`config.mk`:
```
export PLATFORM = sky130hd
export DESIGN_NAME = truth_sweep_ctrl
export DESIGN_NICKNAME = d
export VERILOG_FILES = /design/src/rtl/truth_sweep_ctrl.sv
export SDC_FILE = /design/constraint.sdc
export NUM_CORES = 1
export LEC_CHECK = 0
export ABC_AREA = 1
export BUFFER_PORTS_ARGS = -buffer_cell sky130_fd_sc_hd__buf_2
export CORE_MARGIN = 3
export CORE_UTILIZATION = 58
export CTS_CLUSTER_DIAMETER = 150
export DETAILED_ROUTE_END_ITERATION = 12
export GPL_TIMING_DRIVEN = 0
export PLACE_DENSITY_LB_ADDON = 0.15
export SLEW_MARGIN = 15
export SYNTH_ARGS = -nofsm -noshare
export SYNTH_HDL_FRONTEND = slang
export SYNTH_SLANG_ARGS = --single-unit
```
`constraint.sdc`:
```
create_clock -name clk -period 4.11 [get_ports clk]
set_input_delay 0.822 -clock clk [delete_from_list [all_inputs] [get_ports clk]]
set_output_delay 0.822 -clock clk [all_outputs]
set_load 0.1 [all_outputs]
```
`src/rtl/truth_sweep_ctrl.sv`:
```
// truth_sweep_ctrl: walks every N-bit input vector through two implementations
// of one boolean function, holds each vector SETTLE cycles, then compares the
// two outputs for one cycle. Reports mismatch count, first failing vector and
// a pass flag at the end of the sweep.
module truth_sweep_ctrl #(
    parameter int unsigned N      = 2,
    parameter int unsigned SETTLE = 1
) (
    input  logic         clk,
    input  logic         reset,
    input  logic         start,
    input  logic         abort,
    input  logic         a_in,
    input  logic         b_in,
    output logic [N-1:0] x,
    output logic         busy,
    output logic         done,
    output logic         pass,
    output logic [N:0]   mismatch_count,
    output logic [N-1:0] first_fail,
    output logic         fail_valid
);

    typedef enum logic [1:0] {
        S_IDLE,
        S_APPLY,
        S_CHECK,
        S_DONE
    } state_t;

    localparam logic [N-1:0] LAST_VEC    = '1;
    localparam logic [3:0]   SETTLE_LAST = 4'(SETTLE - 1);

    state_t       r_state;
    state_t       w_next;
    logic [3:0]   r_settle;
    logic [N-1:0] r_x;
    logic [N:0]   r_count;
    logic [N-1:0] r_first;
    logic         r_fvalid;
    logic         r_pass;

    logic         w_settled;
    logic         w_last;
    logic         w_miss;

    assign w_settled = (r_settle == SETTLE_LAST);
    // Last vector is detected by equality so x never wraps inside a sweep.
    assign w_last    = (r_x == LAST_VEC);
    assign w_miss    = (r_state == S_CHECK) && (a_in != b_in);

    assign x              = r_x;
    assign pass           = r_pass;
    assign mismatch_count = r_count;
    assign first_fail     = r_first;
    assign fail_valid     = r_fvalid;

    // State register.
    always_ff @(posedge clk or posedge reset) begin
        if (reset) begin
            r_state <= S_IDLE;
        end else begin
            r_state <= w_next;
        end
    end

    // Next-state decode and state-derived status outputs.
    always_comb begin
        w_next = r_state;
        busy   = 1'b0;
        done   = 1'b0;
        case (r_state)
            S_IDLE: begin
                if (start) begin
                    w_next = S_APPLY;
                end
            end
            S_APPLY: begin
                busy = 1'b1;
                if (abort) begin
                    w_next = S_IDLE;
                end else if (w_settled) begin
                    w_next = S_CHECK;
                end
            end
            S_CHECK: begin
                busy = 1'b1;
                if (abort) begin
                    w_next = S_IDLE;
                end else if (w_last) begin
                    w_next = S_DONE;
                end else begin
                    w_next = S_APPLY;
                end
            end
            S_DONE: begin
                done   = 1'b1;
                w_next = S_IDLE;
            end
            default: begin
                w_next = S_IDLE;
            end
        endcase
    end

    // Sweep datapath: vector counter, settle timer and result accumulation.
    always_ff @(posedge clk or posedge reset) begin
        if (reset) begin
            r_settle <= '0;
            r_x      <= '0;
            r_count  <= '0;
            r_first  <= '0;
            r_fvalid <= 1'b0;
            r_pass   <= 1'b0;
        end else begin
            case (r_state)
                S_IDLE: begin
                    if (start) begin
                        r_settle <= '0;
                        r_x      <= '0;
                        r_count  <= '0;
                        r_first  <= '0;
                        r_fvalid <= 1'b0;
                        r_pass   <= 1'b0;
                    end
                end
                S_APPLY: begin
                    if (abort || w_settled) begin
                        r_settle <= '0;
                    end else begin
                        r_settle <= r_settle + 4'd1;
                    end
                    if (abort) begin
                        r_pass <= 1'b0;
                    end
                end
                S_CHECK: begin
                    // The compare on the CHECK edge is kept even when abort
                    // is taken, so partial results include this vector.
                    if (w_miss) begin
                        r_count <= r_count + (N+1)'(1);
                        if (!r_fvalid) begin
                            r_first  <= r_x;
                            r_fvalid <= 1'b1;
                        end
                    end
                    if (abort) begin
                        r_pass <= 1'b0;
                    end else if (w_last) begin
                        r_pass <= (r_count == '0) && !w_miss;
                    end else begin
                        r_x <= r_x + N'(1);
                    end
                end
                default: begin
                end
            endcase
        end
    end

endmodule

```
Yosys cells after proc, flatten, opt, wreduce, memory -nomap -nowiden. Index checks and enable logic that the tools add are counted.

Input bits: 6. Register bits: 15.

Reduce and logical (&&, ||, !) cells: 17. Muxes and demuxes: 28. Equality and inequality tests: 13. Add/subtract/negate cells: 3.

Operators with widths (count): 2-bit 2-to-1 mux (10); 2-bit != test (second input constant) (6); 4-bit AND reduction (3); 4-bit 2-to-1 mux (2); 2-bit case mux with 2 select lines (2); 2-bit case mux with 4 select lines (1); 4-bit case mux with 2 select lines (1); 1-bit 2-to-1 mux (7); 2-bit == test (second input constant) (3); 3-bit 2-to-1 mux (2); 3-bit != test (second input constant) (2); 3-bit case mux with 2 select lines (1); 4-bit by 1-bit adder with 4-bit output (second input constant) (1); 4-bit logical NOT (1); 2-bit AND reduction (2); 2-bit nonzero test (2); 3-bit by 1-bit adder with 3-bit output (second input constant) (1); 3-bit logical NOT (1); 1-bit case mux with 3 select lines (1); 3-bit AND reduction (1); 3-bit nonzero test (1); 2-bit by 1-bit adder with 2-bit output (second input constant) (1); 2-bit by 1-bit == test with 1-bit output (second input constant) (1); 1-bit logical AND (2); other kinds (6) (6).

Logic depth before layout (Yosys ltp). Gate-level depths: netlist of run 1.

Depth after elaboration: 7. Mapped depth: 9. Gate-level depth less buffers: 9.

Worst setup path before layout of run 1. No wires, ideal clock.

Path kind: register -> output. Start: register r_state[0]. End: output port busy. Path slack: 2002 ps. Arrival time: 1286 ps. Stages on the path, launching flop included: 3. Buffers on the path: 0. Required time: 3288 ps. Cells stage by stage: dfrtp_1 -> inv_1 -> ha_1.

Longest elaborated chain between the ends: 3.

RTL lines: from (decl) (RTL line 34) `state_t r_state;`; from (signal assigned) (RTL line 63) `r_state <= w_next;`; 2-bit == test / 2-bit by 1-bit == test with 1-bit output (equally long branches) (RTL line 72) `case (r_state)`; 2-bit OR reduction (no source line) (*); 1-bit 2-to-1 mux (*) (RTL line 72); to (decl) (RTL line 16) `output logic busy,`.

Mark *: on every way between the ends. The rest lies on a longest branch, timed or not.

Worst setup path after layout of run 1.
Start: register r_state[1]. End: output port busy.

Same word-level chain as after synthesis.

==> results of run 1 <==
-- routing by layer --
| layer | global-route usage [%] | wire length [µm] | vias up |
|---|---|---|---|
| met2 | 37.70 | 1050 | 20 |
| met5 | 0 | 0 | - |
| met4 | 12.90 | 69 | 0 |
| met3 | 2.256 | 83 | 7 |
| li1 | - | - | 493 |
| met1 | 25.00 | 881 | 419 |
-- report_power, final --
part	internal [mW]	leakage, nW	switching, mW
Sequential	0.172	0.206	0.0275
Clock	0.0378	0.0150	0.0467
Combinational	0.0989	0.475	0.395
-- per-stage QoR --
step / cell area, µm² / hold WS (ns) / setup slack, ns / std cells / utilization [%]
after floorplan: 1001 / 0.5072 / 2.002 / 147 / -
after global placement: 1101 / 0.4524 / 2.130 / 179 / 70.63
after detailed placement: 1101 / 0.4534 / 2.081 / 179 / 70.63
after CTS: 1127 / 0.4737 / 1.756 / 183 / 72.31
after global routing: 1127 / 0.4993 / 1.695 / 183 / 72.31
final: 1127 / 0.4709 / 1.756 / 183 / 72.31
-- registers in the layout, indices dropped and copies added, names as in the netlist --
register / flops
fail_valid: 1
first_fail: 2
mismatch_count: 3
r_settle: 4
x: 2
pass: 1
r_state: 2
-- Yosys cell counts --
| cell type | number |
|---|---|
| buf_2 | 1 |
| a21oi_1 | 1 |
| inv_2 | 1 |
| clkbuf_1 | 1 |
| ha_1 | 10 |
| o21ai_2 | 1 |
| o21ai_0 | 4 |
| nand2_2 | 1 |
| o22ai_1 | 1 |
| nor2_1 | 14 |
| dfrtp_1 | 15 |
| inv_1 | 25 |
| nand3_1 | 12 |
| nand4_1 | 4 |
| nand2_1 | 56 |
-- critical path, stage by stage (launching register included) --
cell and delay [ns]:
dfrtp_1 0.45, inv_1 0.11, ha_1 0.27, buf_2 0.41
-- final timing paths --
kind	start	to	slack, ns	depth (start not counted)
min in group asynchronous	reset	r_settle[2]	0.58	2
max	r_state[1]	busy	1.76	3
max reg2reg	r_state[1]	r_settle[3]	2.50	6
min reg2reg	first_fail[1]	first_fail[1]	0.47	2
min	first_fail[1]	first_fail[1]	0.47	2
max in group asynchronous	reset	mismatch_count[2]	3.15	2
-- cell type report --
class / count / area share [%]
multi-input cells: 104 / 46.06
flip-flops and latches: 15 / 33.30
inverters: 26 / 8.657
repair buffers: 16 / 7.103
clock buffers: 4 / 2.331
well taps: 16 / 1.776
plain buffers: 2 / 0.7769
-- cell families (layout without fill, tap and decap cells) --
group / Yosys count / after routing
AOI/OAI and AO/OA: 7 / 7
adders and majority gates: 10 / 10
buffers and inverters: 28 / 48
DFF: 15 / 15
and+or+nand+nor: 87 / 87
==> metrics, run 1 <==
share of cells above drive strength 1 13.77%; flops & latches, synth 15; post-route setup TNS 0 ns; Seq/Total Area, Yosys 37.50%; worst skew pair latency 0.29 ns; pin count of the biggest net entering global routing 16; Synth Area in XOR/XNOR 0%; initial antenna violation count 0; mux contribution to synthesized area 0%; MaxCap Viol Count 0; gr usage total 21.51%; Num CTS Buffers 3; Tightest Pin Transition 0.5815 ns; n_diodes 0; Synth top area share 37.50%; Post-Syn Nets 163; top post-synthesis cells by area dfrtp_1 (38%), nand2_1 (21%), ha_1 (13%); Root Driver clkbuf_4; DRT Pass-1 Iters 4; synthesized area 1001 µm²; distinct cell type count after synthesis 15; Syn Inst Count 147; Syn. warnings 0; ratio of total power to cell area 690.6 nW/µm²; Post-DP HPWL 1628 µm; CTS H-tree depth 1; die height 47.54 µm; final hold vios 0; Max VDD drop 0.6105 mV; most common cell after layout, fill and taps aside nand2_1; FF/Latch Area 375.4 µm²; area leader, netlist dfrtp_1; combinational family with the most area after synthesis simple AND/OR/NAND/NOR gates; status complete, no violations; gpl congestion 0.8310; final net count 184; compound-gate portion of the synthesized area 4.000%; Ports 17; Relative slew margins 61.19%; Core ar. 1559 µm²; CTS tree built; die area 2260 µm²; Highest Clock Rate 0.4249 GHz; Leak Pwr 0.6954 nW; IO buf count 16; CP required 3.29 ns; Slew Viols, Final 0; Crit. End Element primary output; Total Routed Length 2084 µm; post-CTS setup buffers 0; Post-Synth Adder-Cell Area 12.50%; clk_skew 0.002292 ns; crit path launch type flip-flop; num rows 14; gr ovfl total 0; clock period minus worst slack 2.354 ns; Hold WC Path Type flip-flop to flip-flop; antenna viol nets, final 0; post-cts gate resize count 0; area of the multi-input gates 519.2 µm²; post-DR vias/cell 5.131; Worst-path clk slew 0.08 ns; final setup vio count 0; final period utilization 57.27%; fill count 135; Area growth syn-to-layout 12.62%; wire per inst 11.39 µm; Die X 47.54 µm; via count 939; most frequent cells in the layout nand2_1 (56), inv_1 (25), buf_2 (17); Synth Area in Simple Gates 35.38%; post-route DRC violation count 0; First DRT Iteration DRCs 16; Total Power 778.6 µW; Setup CP Type flip-flop to primary output; hold buffer count at CTS 0; Avg Cell Area, Syn 6.809 µm²; Initial Util 64.21%; worst-case clock buffer depth 2; first-pass GRT wire length 3415 µm; CTS Sinks 15; WP data arrival 1.53 ns; number of global-route vias before repair 863; RSZ-0062 raised after global routing no; worst-path maximum fanout 5
(Power assumes the default switching activity.)
==> inputs of run 2 (changes only) <==
ABC_AREA = 0   (was 1)
CORE_UTILIZATION = 53   (was 58)
clock period = 2.35 ns   (was 4.11 ns; I/O delays follow)
==> metrics, run 2 <==
wire per inst 14.34 µm (+26%); synthesized area 918.4 µm² (-8.2%); final hold vios 0 (unchanged); reg-to-reg startpoint r_state[0]; pin count of the biggest net entering global routing 16 (unchanged); MaxCap Viol Count 0 (unchanged); via count 749 (-20%); Synth top area share 40.87% (+3.4 points); hold buffer count at CTS 0 (unchanged); Num CTS Buffers 3 (unchanged); crit path launch type flip-flop; gr ovfl total 0 (unchanged); CTS Sinks 15 (unchanged); Comb power frac 62.6% (-0.9 points); final worst slack 0.4158 ns (-1.341 ns); First DRT Iteration DRCs 11 (-5); worst-case clock buffer depth 2 (unchanged); IO buf count 16 (unchanged); most frequent cells in the layout buf_2 (16), dfrtp_1 (15), o21ai_0 (11); slowest stage delay, CP 0.41 ns (-0.04 ns); Avg Cell Area, Syn 9.667 µm² (+42%); CTS tree built; Flop pwr share 26.6% (+0.9 points); Total Routed Length 1879 µm (-9.8%); most common cell after layout, fill and taps aside buf_2; final setup vio count 0 (unchanged); switching power 806.8 µW (+72%); Hold WC Path Type input pin to async pin; CP Launch Point r_state[0]; Largest Register r_settle; area leader, netlist dfrtp_1; top post-synthesis cells by area dfrtp_1 (41%), ha_1 (14%), o21ai_0 (6.0%); CTS H-tree depth 1 (unchanged); Placed Area 1018 µm² (-7.5%); Switching Share 58.15% (-2.1 points); post-cts gate resize count 0 (unchanged); die height 47.63 µm (+0.18%); post-CTS setup buffers 0 (unchanged); internal power 580.5 µW (+88%); num rows 14 (unchanged); flops & latches, synth 15 (unchanged); Seq/Total Area, Yosys 40.87% (+3.4 points); Syn. warnings 0 (unchanged); worst skew pair latency 0.28 ns (about the same); share of cells above drive strength 1 23.48% (+9.7 points); Root Driver clkbuf_4; gr usage total 19.29% (-2.2 points); Area growth syn-to-layout 13.76%; Ports 17 (unchanged); post-route DRC violation count 0 (unchanged); mux contribution to synthesized area 3.406% (+3.4 points); ys flop type dfrtp_1; Post-DP HPWL 1460 µm (-10%); RSZ-0062 raised after global routing no; post-DR vias/cell 5.718 (+11%); die area 2268 µm² (+0.36%); Die X 47.63 µm (+0.18%); ratio of total power to cell area 1328 nW/µm² (+92%); Slew Viols, Final 0 (unchanged); combinational family with the most area after synthesis compound AO/OA/AOI/OAI gates; post-route setup TNS 0 ns (unchanged); gpl congestion 0.7183 (-14%); Syn Inst Count 95 (-35%); number of global-route vias before repair 715 (-17%); n_diodes 0 (unchanged); Highest Clock Rate 0.5170 GHz; Leak Pwr 0.5271 nW (-24%); max reg flops 4 (unchanged); Synth Area in Simple Gates 13.76% (-22 points); Post-synth EDFFs 0 (unchanged); status complete, no violations; final net count 132 (-28%); clock period minus worst slack 1.934 ns; first-pass GRT wire length 2973 µm (-13%); initial antenna violation count 0 (unchanged); Synth Area in XOR/XNOR 1.907% (+1.9 points); Tightest Pin Transition 0.5927 ns (+0.01127 ns); Post-Syn Nets 111 (-32%); Relative slew margins 60.44% (-0.75 points); Setup CP Type flip-flop to primary output; async set or reset register ratio after synthesis 100.0% (unchanged); Post-Synth Adder-Cell Area 13.62% (+1.1 points); clock network fraction of total power 10.7% (about the same); top-count cell post-synth dfrtp_1; Worst-path clk slew 0.09 ns (about the same); fin area 1045 µm² (-7.3%); Crit. End Element primary output; CP cell instances inv_1, ha_1, buf_2; Synth top cells by count dfrtp_1 (15), o21ai_0 (11), ha_1 (10), inv_1 (9), nand2_1 (9); antenna viol nets, final 0 (unchanged); worst-path maximum fanout 4 (-1); distinct cell type count after synthesis 29 (+14); Max VDD drop 1.024 mV (+68%); Place WS 0.5652 ns (-1.516 ns); DRT Pass-1 Iters 4 (unchanged); CP max-delay cell buf_2; Initial Util 58.25% (-6.0 points); CP required 1.88 ns (-1.41 ns); WP data arrival 1.46 ns (-0.07 ns); clk_skew 0.002081 ns (-0.0002103 ns); Core ar. 1577 µm² (+1.1%); CP bufs+invs 2 (unchanged); final period utilization 82.31%; compound-gate portion of the synthesized area 22.75% (+19 points); Top delay family on crit path buffers and inverters
-- run 2: changes by cell type after synthesis, sizes merged, moves of 4 or more --
cell	delta
nand2b	+5
nor2	-10
o21ai	+8
inv	-17
a21oi	+4
nand3	-11
nand4	-4
a22o	+5
nand2	-48
-- run 2: cells by family (layout without fill, tap and decap cells) --
| group | Yosys count | count (layout) |
|---|---|---|
| compound gates | 31 | 31 |
| mux | 3 | 3 |
| flops | 15 | 15 |
| buf+inv | 9 | 29 |
| fa+ha+maj | 10 | 10 |
| xor+xnor | 2 | 2 |
| simple gates | 25 | 25 |
-- run 2: through the flow --
stage / total power [mW] / hold WS (ns) / utilization (%) / std cells
final: 1.387 / 0.2361 / 66.27 / 131
after global routing: 1.482 / 0.2601 / 66.27 / 131
after CTS: 1.397 / 0.2548 / 66.27 / 131
after detailed placement: 1.246 / 0.4944 / 64.60 / 127
after global placement: 1.223 / 0.4756 / 64.60 / 127
after floorplan: 1.111 / 0.3715 / - / 95
-- run 2: layout make-up --
cell class | count | area, µm²
sequential | 15 | 375.4
tap | 16 | 20.02
clock buffer | 4 | 26.28
inverter | 9 | 33.78
multi-input combinational | 71 | 509.2
timing repair buffer | 16 | 80.08
fill | 133 | 531.8
-- run 2: worst paths after layout --
path	cells past startpoint	slack, ns	end
setup / recovery	3	0.42	busy
hold / removal	2	0.24	first_fail[0]
setup reg to reg	6	0.55	mismatch_count[2]
hold reg to reg	1	0.51	pass
max in group asynchronous	2	1.73	r_settle[1]
min in group clk	2	0.47	r_state[1]
-- run 2: power groups by stage --
stage / combinational, mW / sequential, mW / clock, mW
global route: 0.931 / 0.379 / 0.171
global placement: 0.854 / 0.369 / 0
finish: 0.869 / 0.369 / 0.149
floorplan: 0.485 / 0.626 / 0
CTS: 0.874 / 0.370 / 0.153
detailed placement: 0.872 / 0.375 / 0
-- run 2: layer usage --
metal / up-vias / part of all wire, % / wire length [µm] / global-route usage (%)
li1: 374 / - / - / -
met5: - / 0 / 0 / 0
met1: 351 / 47 / 887 / 24.60
met2: 18 / 46 / 869 / 30.75
met4: 0 / 2.0 / 38 / 10.75
met3: 6 / 4.5 / 84 / 3.383
-- run 2: worst register-to-register path, cell delays in order, from the launching register on --
cell	delay (ns)
dfrtp_1	0.41
inv_1	0.13
ha_1	0.34
mux2i_1	0.20
a21o_1	0.25
or2_4	0.26
o21ai_1	0.13
